$ cat config.mk
export PLATFORM = sky130hd
export DESIGN_NAME = si_nave_position_ctrl
export DESIGN_NICKNAME = d
export VERILOG_FILES = /design/src/rtl/si_nave_position_ctrl.sv
export SDC_FILE = /design/constraint.sdc
export NUM_CORES = 1
export LEC_CHECK = 0
export CORE_MARGIN = 2
export CORE_UTILIZATION = 50
export CTS_CLUSTER_SIZE = 8
export DETAILED_ROUTE_END_ITERATION = 8
export DONT_BUFFER_PORTS = 1
export PLACE_DENSITY = 0.75
export SLEW_MARGIN = 20
export SYNTH_ARGS = -nofsm -noshare
export SYNTH_HDL_FRONTEND = slang
export SYNTH_SLANG_ARGS = --single-unit
$ cat constraint.sdc
create_clock -name SI_NAVE_CTRL_CLOCK_50 -period 1.6 [get_ports SI_NAVE_CTRL_CLOCK_50]
set_input_delay 0.48 -clock SI_NAVE_CTRL_CLOCK_50 [delete_from_list [all_inputs] [get_ports SI_NAVE_CTRL_CLOCK_50]]
set_output_delay 0.48 -clock SI_NAVE_CTRL_CLOCK_50 [all_outputs]
set_load 0.02 [all_outputs]
$ cat src/rtl/si_nave_position_ctrl.sv
// ---------------------------------------------------------------------------
// si_nave_position_ctrl
//
// Player-ship position controller for the Space Invaders datapath.
// Holds the ship column as a one-hot register and steps it toward bit 0
// (LEFT) or toward bit WIDTH-1 (RIGHT) at a rate of one step every MOVE_DIV
// frame ticks while a single direction is held. A hit freezes the ship for
// FREEZE_TICKS frame ticks, after which it respawns at START_POS.
//
// Optional feature macro:
//   SI_NAVE_CTRL_WRAP_EN  - when defined, stepping past either edge wraps
//                           around to the opposite edge and the edge
//                           indicators are constantly 2'b11.
//
// Parameters:
//   WIDTH         number of columns (>= 2)
//   MOVE_DIV      frame ticks per step while a direction is held (>= 1)
//   START_POS     column loaded at reset and at respawn (0..WIDTH-1)
//   FREEZE_TICKS  frame ticks the ship stays frozen after a hit (>= 1)
//
// Ports:
//   SI_NAVE_CTRL_CLOCK_50     in   system clock
//   SI_NAVE_CTRL_RESET_InLow  in   asynchronous active-low reset
//   SI_NAVE_CTRL_TICK_IN      in   one-cycle frame-tick strobe
//   SI_NAVE_CTRL_LEFT_IN      in   level, request a step toward bit 0
//   SI_NAVE_CTRL_RIGHT_IN     in   level, request a step toward bit WIDTH-1
//   SI_NAVE_CTRL_HIT_IN       in   one-cycle pulse, ship was hit
//   SI_NAVE_CTRL_POS_OUT      out  one-hot ship column [WIDTH-1:0]
//   SI_NAVE_CTRL_IND_BUS      out  [1] step toward MSB allowed,
//                                  [0] step toward LSB allowed
//   SI_NAVE_CTRL_STEP_OUT     out  one-cycle pulse aligned with a new POS
//   SI_NAVE_CTRL_FROZEN_OUT   out  high while the ship is frozen
// ---------------------------------------------------------------------------
module si_nave_position_ctrl #(
    parameter int WIDTH        = 8,
    parameter int MOVE_DIV     = 4,
    parameter int START_POS    = 3,
    parameter int FREEZE_TICKS = 8
) (
    input  logic             SI_NAVE_CTRL_CLOCK_50,
    input  logic             SI_NAVE_CTRL_RESET_InLow,
    input  logic             SI_NAVE_CTRL_TICK_IN,
    input  logic             SI_NAVE_CTRL_LEFT_IN,
    input  logic             SI_NAVE_CTRL_RIGHT_IN,
    input  logic             SI_NAVE_CTRL_HIT_IN,
    output logic [WIDTH-1:0] SI_NAVE_CTRL_POS_OUT,
    output logic [1:0]       SI_NAVE_CTRL_IND_BUS,
    output logic             SI_NAVE_CTRL_STEP_OUT,
    output logic             SI_NAVE_CTRL_FROZEN_OUT
);

    // Counter widths never drop below one bit so the degenerate
    // MOVE_DIV = 1 / FREEZE_TICKS = 1 cases still elaborate.
    localparam int MV_W = (MOVE_DIV > 1) ? $clog2(MOVE_DIV) : 1;
    localparam int FZ_W = (FREEZE_TICKS > 1) ? $clog2(FREEZE_TICKS) : 1;

    localparam logic [MV_W-1:0]  MV_LAST      = MV_W'(MOVE_DIV - 1);
    localparam logic [FZ_W-1:0]  FZ_LAST      = FZ_W'(FREEZE_TICKS - 1);
    localparam logic [WIDTH-1:0] START_ONEHOT = WIDTH'(1) << START_POS;

    typedef enum logic [1:0] {
        ST_IDLE,
        ST_RUN,
        ST_FROZEN
    } state_t;

    state_t           state_q, state_d;
    logic [WIDTH-1:0] pos_q, pos_d;
    logic             dir_right_q, dir_right_d;
    logic [MV_W-1:0]  mv_cnt_q, mv_cnt_d;
    logic [FZ_W-1:0]  fz_cnt_q, fz_cnt_d;
    logic             step_q, step_d;

    logic             req_l;
    logic             req_r;
    logic             req_any;
    logic             allow_l;
    logic             allow_r;
    logic             step_allowed;
    logic [WIDTH-1:0] pos_rot_l;
    logic [WIDTH-1:0] pos_rot_r;

    // Both buttons or neither button means "no request".
    assign req_l   = SI_NAVE_CTRL_LEFT_IN & ~SI_NAVE_CTRL_RIGHT_IN;
    assign req_r   = SI_NAVE_CTRL_RIGHT_IN & ~SI_NAVE_CTRL_LEFT_IN;
    assign req_any = req_l | req_r;

    // Rotations keep the register one-hot by construction. Without wrap
    // they are only applied when the ship is away from the edge, where a
    // rotate and a plain shift give the same result.
    assign pos_rot_l = {pos_q[0], pos_q[WIDTH-1:1]};
    assign pos_rot_r = {pos_q[WIDTH-2:0], pos_q[WIDTH-1]};

`ifdef SI_NAVE_CTRL_WRAP_EN
    assign allow_l = 1'b1;
    assign allow_r = 1'b1;
`else
    assign allow_l = ~pos_q[0];
    assign allow_r = ~pos_q[WIDTH-1];
`endif

    assign step_allowed = dir_right_q ? allow_r : allow_l;

    // State register and all datapath registers; reset restores the
    // spawn column with every counter cleared.
    always_ff @(posedge SI_NAVE_CTRL_CLOCK_50 or negedge SI_NAVE_CTRL_RESET_InLow) begin
        if (!SI_NAVE_CTRL_RESET_InLow) begin
            state_q     <= ST_IDLE;
            pos_q       <= START_ONEHOT;
            dir_right_q <= 1'b0;
            mv_cnt_q    <= '0;
            fz_cnt_q    <= '0;
            step_q      <= 1'b0;
        end else begin
            state_q     <= state_d;
            pos_q       <= pos_d;
            dir_right_q <= dir_right_d;
            mv_cnt_q    <= mv_cnt_d;
            fz_cnt_q    <= fz_cnt_d;
            step_q      <= step_d;
        end
    end

    // Next-state logic. A hit takes priority over everything in IDLE and
    // RUN, so a hit arriving with a step tick suppresses that step. In
    // FROZEN the buttons and further hits are ignored; only ticks advance
    // the freeze counter until the respawn.
    always_comb begin
        state_d     = state_q;
        pos_d       = pos_q;
        dir_right_d = dir_right_q;
        mv_cnt_d    = mv_cnt_q;
        fz_cnt_d    = fz_cnt_q;
        step_d      = 1'b0;

        case (state_q)
            ST_IDLE: begin
                mv_cnt_d = '0;
                if (SI_NAVE_CTRL_HIT_IN) begin
                    state_d  = ST_FROZEN;
                    fz_cnt_d = '0;
                end else if (req_any) begin
                    // A tick in this same cycle is deliberately not counted.
                    state_d     = ST_RUN;
                    dir_right_d = req_r;
                end
            end

            ST_RUN: begin
                if (SI_NAVE_CTRL_HIT_IN) begin
                    state_d  = ST_FROZEN;
                    fz_cnt_d = '0;
                    mv_cnt_d = '0;
                end else if (!req_any) begin
                    state_d  = ST_IDLE;
                    mv_cnt_d = '0;
                end else if (req_r != dir_right_q) begin
                    // Reversal restarts the rate divider so the very next
                    // tick moves the ship in the new direction.
                    dir_right_d = req_r;
                    mv_cnt_d    = '0;
                end else if (SI_NAVE_CTRL_TICK_IN) begin
                    if ((mv_cnt_q == '0) && step_allowed) begin
                        pos_d  = dir_right_q ? pos_rot_r : pos_rot_l;
                        step_d = 1'b1;
                    end
                    // The divider advances even when the step is blocked.
                    if (mv_cnt_q == MV_LAST) begin
                        mv_cnt_d = '0;
                    end else begin
                        mv_cnt_d = mv_cnt_q + MV_W'(1);
                    end
                end
            end

            ST_FROZEN: begin
                if (SI_NAVE_CTRL_TICK_IN) begin
                    if (fz_cnt_q == FZ_LAST) begin
                        state_d  = ST_IDLE;
                        pos_d    = START_ONEHOT;
                        fz_cnt_d = '0;
                        mv_cnt_d = '0;
                    end else begin
                        fz_cnt_d = fz_cnt_q + FZ_W'(1);
                    end
                end
            end

            default: begin
                state_d  = ST_IDLE;
                pos_d    = START_ONEHOT;
                mv_cnt_d = '0;
                fz_cnt_d = '0;
            end
        endcase
    end

    // Edge indicators come straight from the position register.
`ifdef SI_NAVE_CTRL_WRAP_EN
    assign SI_NAVE_CTRL_IND_BUS = 2'b11;
`else
    assign SI_NAVE_CTRL_IND_BUS = {~pos_q[WIDTH-1], ~pos_q[0]};
`endif

    assign SI_NAVE_CTRL_POS_OUT    = pos_q;
    assign SI_NAVE_CTRL_STEP_OUT   = step_q;
    assign SI_NAVE_CTRL_FROZEN_OUT = (state_q == ST_FROZEN);

endmodule

==> results of run 1 <==
[layout make-up]
type	instances	area share, %
timing repair buffer	17	11.9
multi-input combinational	63	45.3
tap	25	2.56
clock inverter	1	0.409
clock buffer	3	1.84
inverter	7	2.97
sequential	17	35.1
[registers in the layout (all words and copies together), names as in the netlist]
name,cells
SI_NAVE_CTRL_POS_OUT,8
SI_NAVE_CTRL_STEP_OUT,1
dir_right_q,1
mv_cnt_q,2
fz_cnt_q,3
state_q,2
[what timing repair did]
item,CTS,global route
resized for setup,6,2
hold buffers,1,1
hold endpoints to repair,16,1
pin swaps,1,1
endpoints found under the setup margin,9,9
setup buffers,1,2
[cell usage in the layout, fill, tap and decap left out]
cell	instances
clkbuf_4	3
a21o_1	2
mux2_1	1
o2bb2ai_1	2
xnor2_2	1
nor2_2	1
inv_8	1
clkinv_2	1
nand3_1	2
a21oi_2	1
nand4_1	1
nand2b_2	1
dfrtp_2	2
ha_2	1
dfrtp_1	14
inv_4	1
nand2_1	5
a211o_1	1
buf_4	14
nor2b_1	1
nand2_2	1
mux2_4	7
ha_4	2
o21ai_0	5
mux2i_1	10
inv_1	5
ha_1	2
mux2i_2	1
a21oi_4	1
dlygate4sd3_1	2
mux2_2	1
nor3_1	1
buf_12	1
dfstp_2	1
nor2_1	11
nand2b_1	1
[through the flow]
stage                     std cells  area [um^2]  total power (uW)
final                           133         1220              1430
after floorplan                  92         1030               944
after CTS                       130         1190              1410
after global routing            133         1220              1520
after global placement          124         1110              1090
after detailed placement        124         1110              1110
[synthesized netlist by cell type]
| cell type | n |
|---|---|
| a21oi_1 | 1 |
| nor2b_1 | 1 |
| a21oi_4 | 1 |
| o2bb2ai_1 | 2 |
| nor2_1 | 12 |
| dfrtp_1 | 16 |
| mux2_1 | 1 |
| o21ai_0 | 5 |
| nor3_1 | 1 |
| dfstp_2 | 1 |
| mux2i_1 | 11 |
| a211o_1 | 1 |
| nand2b_1 | 2 |
| ha_1 | 5 |
| buf_4 | 3 |
| nand4_1 | 1 |
| buf_2 | 2 |
| nand3_1 | 2 |
| inv_1 | 7 |
| xnor2_1 | 1 |
| nand2_1 | 6 |
| mux2_2 | 8 |
| a21o_1 | 2 |
[worst min-delay path by stage]
stage,to,startpoint,slack [ps],depth (start not counted)
after global placement,fz_cnt_q[2]$_DFFE_PN0P_,SI_NAVE_CTRL_RESET_InLow,180,0
after CTS,SI_NAVE_CTRL_POS_OUT[3]$_DFFE_PN1P_,SI_NAVE_CTRL_RESET_InLow,3,0
final,SI_NAVE_CTRL_STEP_OUT$_DFF_PN0_,SI_NAVE_CTRL_TICK_IN,310,2
after floorplan,SI_NAVE_CTRL_POS_OUT[0]$_DFFE_PN0P_,SI_NAVE_CTRL_RESET_InLow,180,0
after global routing,SI_NAVE_CTRL_STEP_OUT$_DFF_PN0_,SI_NAVE_CTRL_TICK_IN,290,2
after detailed placement,fz_cnt_q[2]$_DFFE_PN0P_,SI_NAVE_CTRL_RESET_InLow,180,0
[per-layer routing]
layer	global-route usage [%]	wire length, um	vias up	share of wire (%)
met4	9.73	12	0	0.59
li1	-	-	346	-
met2	30.1	983	24	48
met1	27.1	950	360	47
met3	4.91	96	2	4.7
met5	0	0	-	0
[power breakdown]
group | leakage (uW) | total (uW) | internal (uW) | switching (uW)
Clock | 0.0000177 | 229 | 92.9 | 136
Combinational | 0.000308 | 613 | 318 | 296
Sequential | 0.000223 | 589 | 503 | 86.6
Total | 0.000549 | 1430 | 913 | 518
[critical path: stages, from the launching register on]
cell     delay, ps
dfrtp_1        370
ha_2           200
ha_4           130
a21o_1         130
nand2_2         70
a21oi_4        180
buf_12         150
mux2_4         300
[cell families (layout without fill, tap and decap cells)]
group / Yosys count / after routing
AOI/OAI and AO/OA: 12 / 12
xor gates and xnor gates: 1 / 1
adders and majority gates: 5 / 5
buffers and inverters: 12 / 28
DFF: 17 / 17
muxes: 20 / 20
and+or+nand+nor: 25 / 25
==> flow_summary.json, run 1 <==
{
  "status": "finished with violations",
  "violations": "setup timing",
  "synth-xor-area-share_pct": 0.909,
  "drc": 0,
  "worstPathArrival_ps": 1810,
  "final_max_slew_viol_count": 0,
  "clockBufferDepth": 2,
  "die_area_um2": 2290,
  "n_antenna_cell": 0,
  "tightest_slew_ps": 702,
  "drive_gt1_share_pct": 38.9,
  "cp-end-kind": "register",
  "clk_latency_ps": 290,
  "synth_seq_cells": 17,
  "vias": 732,
  "cts_tree": "yes",
  "finalSetupViolCount": 8,
  "synth_area_leaders": "dfrtp_1 42%, mux2i_1 11%, mux2_2 9.4%",
  "fp.dieW_um": 47.9,
  "crit_path_start_kind": "register",
  "grt_setup_unrepaired": "true",
  "seq_area_um2": 429,
  "drtPass1Iterations": 4,
  "syn_to_final_growth_pct": 27.0,
  "p_leak_uw": 0.000549,
  "fmax_ghz": 0.613,
  "multi_input_area_um2": 554,
  "initial_core_util_pct": 54.6,
  "syn-num-nets": 103,
  "fill_cells": 146,
  "r2r_slack_ps": -30,
  "dp_worst_setup_slack_ps": -90.3,
  "cts_buffers": 3,
  "fin_skew_ps": 4.61,
  "synthCells": 92,
  "synthMuxAreaShare_pct": 21.9,
  "rows": 15,
  "synth_top_family_by_area": "multiplexers",
  "syn_area_um2": 963,
  "dp_hpwl_um": 1410,
  "p_per_area_nw_per_um2": 1170,
  "postRouteWirelength_um": 2040,
  "finalCriticalPeriod_ps": 1630,
  "fin_util_pct": 69.4,
  "whs_ps": 305,
  "final_nets": 120,
  "grt_pass1_vias": 683,
  "ys_types": 23,
  "htreeDepth": 1,
  "hold_path_class": "in -> reg",
  "via_per_inst": 5.50,
  "antenna_left": 0,
  "cp-startpoint": "fz_cnt_q[1]$_DFFE_PN0P_",
  "crit_type": "reg -> reg",
  "grt_pass1_wl_um": 3060,
  "synthSimpleGateAreaFrac_pct": 11.2,
  "die_h_um": 47.9,
  "worst_ep_required_time_ps": 1780,
  "ys_seq_area_share_pct": 44.3,
  "drtIter0Drc": 4,
  "place.gp.congestion": 0.726,
  "setup_slack_ps": -31.1,
  "ctsRootBufferMaster": "clkbuf_4",
  "avgSynthCellArea_um2": 10.5,
  "cp-endpoint": "SI_NAVE_CTRL_POS_OUT[4]$_DFFE_PN0P_",
  "grt_overflow": 0,
  "synth_top_area_share_pct": 41.6,
  "finalHoldViolations": 0,
  "grt_max_degree": 17,
  "vdd_ir_drop_max_mv": 0.770,
  "ios": 18,
  "reg2reg_depth": 7,
  "synth_fa_ha_area_share_pct": 6.49,
  "coreArea_um2": 1760,
  "port_buffers": 0,
  "r2r_start": "fz_cnt_q[1]$_DFFE_PN0P_",
  "synth_compound_area_share_pct": 9.09,
  "setup_tns_ps": -173,
  "track_usage_pct": 20.1,
  "clk_pin_slew_ps": 100,
  "wl_per_cell_um": 15.4,
  "netlist.top_cell.by_area": "dfrtp_1",
  "synth_warnings": 0,
  "cts.sinks": 17,
  "reg2reg_to": "SI_NAVE_CTRL_POS_OUT[4]$_DFFE_PN0P_",
  "fin_crit_sh_pct": 102,
  "maxSlewHeadroom_pct": 53.1,
  "antenna_found_initial": 0,
  "drv_cap": 0,
  "critical_path.max_fanout": 8
}
Power figures use the tool's default switching activity.
==> run 2: changes to the inputs <==
PLACE_DENSITY = default   (was 0.75)
PLACE_DENSITY_LB_ADDON = 0.3   (was default)
clock period = 2 ns   (was 1.6 ns; I/O delays follow)
==> run 2 against run 1 <==
Effect of this change: flip-flop and latch count stayed put; first-iteration DRC count rose to 4.0 times the previous value; the flow now finishes without violations; critical path depth decreased by 1; final cell count shrank 8.3%; largest cell class unchanged.
==> flow_summary.json, run 2 (synthesis gave the netlist of run 1 again) <==
{
  "n_antenna_cell": 0,
  "power.switching_uw": 353,
  "cp-end-kind": "register",
  "wl_per_cell_um": 13.8,
  "status": "finished, final reports clean",
  "fp.dieW_um": 47.9,
  "place.gp.congestion": 0.757,
  "cts_buffers": 3,
  "initial_core_util_pct": 54.6,
  "vias": 657,
  "grt_pass1_wl_um": 2650,
  "p_leak_uw": 0.000487,
  "cts.sinks": 17,
  "cp.buffers_inverters": 0,
  "ios": 18,
  "coreArea_um2": 1760,
  "busiest_layer": "met1",
  "die_area_um2": 2290,
  "cpMostUsedCell": "ha_1",
  "fmax_ghz": 0.572,
  "grt_overflow": 0,
  "largest_register_ffs": 8,
  "rows": 15,
  "final_common_cell": "dfrtp_1",
  "cts_tree": "yes",
  "fin_skew_ps": 3.31,
  "clk_pin_slew_ps": 110,
  "crit_slowest_cell": "dfrtp_1",
  "critical_path.max_fanout": 8,
  "met1_usage_pct": 24.8,
  "r2r_slack_ps": 250,
  "via_per_inst": 5.39,
  "postRouteWirelength_um": 1680,
  "sw_frac_of_total_pct": 36.0,
  "antenna_left": 0,
  "tightest_slew_ps": 741,
  "met3_usage_pct": 6.04,
  "ctsRootBufferMaster": "clkbuf_4",
  "grt_pass1_vias": 600,
  "critPathTopFamily": "compound AO/OA/AOI/OAI gates",
  "setup_tns_ps": 0,
  "drtPass1Iterations": 4,
  "drc": 0,
  "drive_gt1_share_pct": 19.6,
  "track_usage_pct": 16.8,
  "crit_chain": "ha_1, ha_1, a21o_1, nand2_1, a21oi_4, mux2_2",
  "vdd_ir_drop_max_mv": 0.744,
  "hold_path_class": "in -> async",
  "finalSetupViolCount": 0,
  "worst_ep_required_time_ps": 2180,
  "crit_type": "reg -> reg",
  "power.share.clock_pct": 19.0,
  "finalCriticalPeriod_ps": 1750,
  "drv_cap": 0,
  "maxSlewHeadroom_pct": 50.5,
  "htreeDepth": 1,
  "antenna_found_initial": 0,
  "grt_max_degree": 17,
  "final_cell_mix": "16 x dfrtp_1, 12 x nor2_1, 11 x mux2i_1",
  "crit_path_start_kind": "register",
  "clk_latency_ps": 280,
  "slowest_delay_ps": 400,
  "power_frac_comb_pct": 32.7,
  "die_h_um": 47.9,
  "finalHoldViolations": 0,
  "fin_crit_sh_pct": 87.4,
  "clockBufferDepth": 2,
  "gr-usage-met2_pct": 22.9,
  "final_nets": 109,
  "grt_setup_unrepaired": "false",
  "dp_hpwl_um": 1230,
  "dp_worst_setup_slack_ps": 68.4,
  "final_max_slew_viol_count": 0,
  "p_seq_share_pct": 48.3,
  "p_per_area_nw_per_um2": 946,
  "drtIter0Drc": 16,
  "ctsResizeCount": 0,
  "port_buffers": 0,
  "cell_internal_pwr_uw": 628,
  "worstPathArrival_ps": 1930,
  "setup_slack_ps": 251,
  "syn_to_final_growth_pct": 7.66
}
[run 2: routing by layer]
layer / up-vias / routed length (um) / part of all wire (%)
met5: - / 0 / 0
li1: 321 / - / -
met2: 18 / 788 / 47
met4: 0 / 14 / 0.83
met1: 316 / 792 / 47
met3: 2 / 88 / 5.2
[run 2: cell type report]
| cell class | instances | area [um^2] |
|---|---|---|
| Clock buffer | 3 | 22.5 |
| Tap cell | 25 | 31.3 |
| Sequential cell | 17 | 427 |
| Fill cell | 170 | 727 |
| Timing Repair Buffer | 6 | 47.5 |
| Multi-Input combinational cell | 63 | 478 |
| Clock inverter | 1 | 5.00 |
| Inverter | 7 | 26.3 |
[run 2: power by group through the flow]
stage | logic, uW | registers (uW) | clock network [uW]
floorplan | 265 | 464 | 0
CTS | 323 | 474 | 187
global placement | 301 | 479 | 0
global route | 357 | 484 | 211
detailed placement | 313 | 481 | 0
finish | 321 | 474 | 186
[run 2: final timing paths]
check,from,endpoint,cells past startpoint
worst max-delay path,fz_cnt_q[0]$_DFFE_PN0P_,SI_NAVE_CTRL_POS_OUT[0]$_DFFE_PN0P_,6
worst min-delay path,SI_NAVE_CTRL_RESET_InLow,SI_NAVE_CTRL_POS_OUT[3]$_DFFE_PN1P_,0
min in group SI_NAVE_CTRL_CLOCK_50,SI_NAVE_CTRL_TICK_IN,SI_NAVE_CTRL_STEP_OUT$_DFF_PN0_,2
worst min register to register,fz_cnt_q[1]$_DFFE_PN0P_,fz_cnt_q[1]$_DFFE_PN0P_,2
worst max register to register,fz_cnt_q[0]$_DFFE_PN0P_,SI_NAVE_CTRL_POS_OUT[0]$_DFFE_PN0P_,6
max in group asynchronous,SI_NAVE_CTRL_RESET_InLow,state_q[1]$_DFFE_PN0P_,1
[run 2: through the flow]
stage	instance area (um^2)	cells	util [%]	total power (uW)	hold WS, ps
floorplan	963	92	-	729	304
global placement	1000	117	56.7	780	305
finish	1040	122	58.8	981	140
global route	1040	122	58.8	1050	109
detailed placement	1000	117	56.7	794	305
CTS	1040	122	58.8	984	136
[run 2: what timing repair did]
action                                 in CTS  in global routing
setup endpoints to repair                   0                  0
endpoints found under the hold margin      16                  0
setup buffers                               0                  0
hold buffers                                1                  0
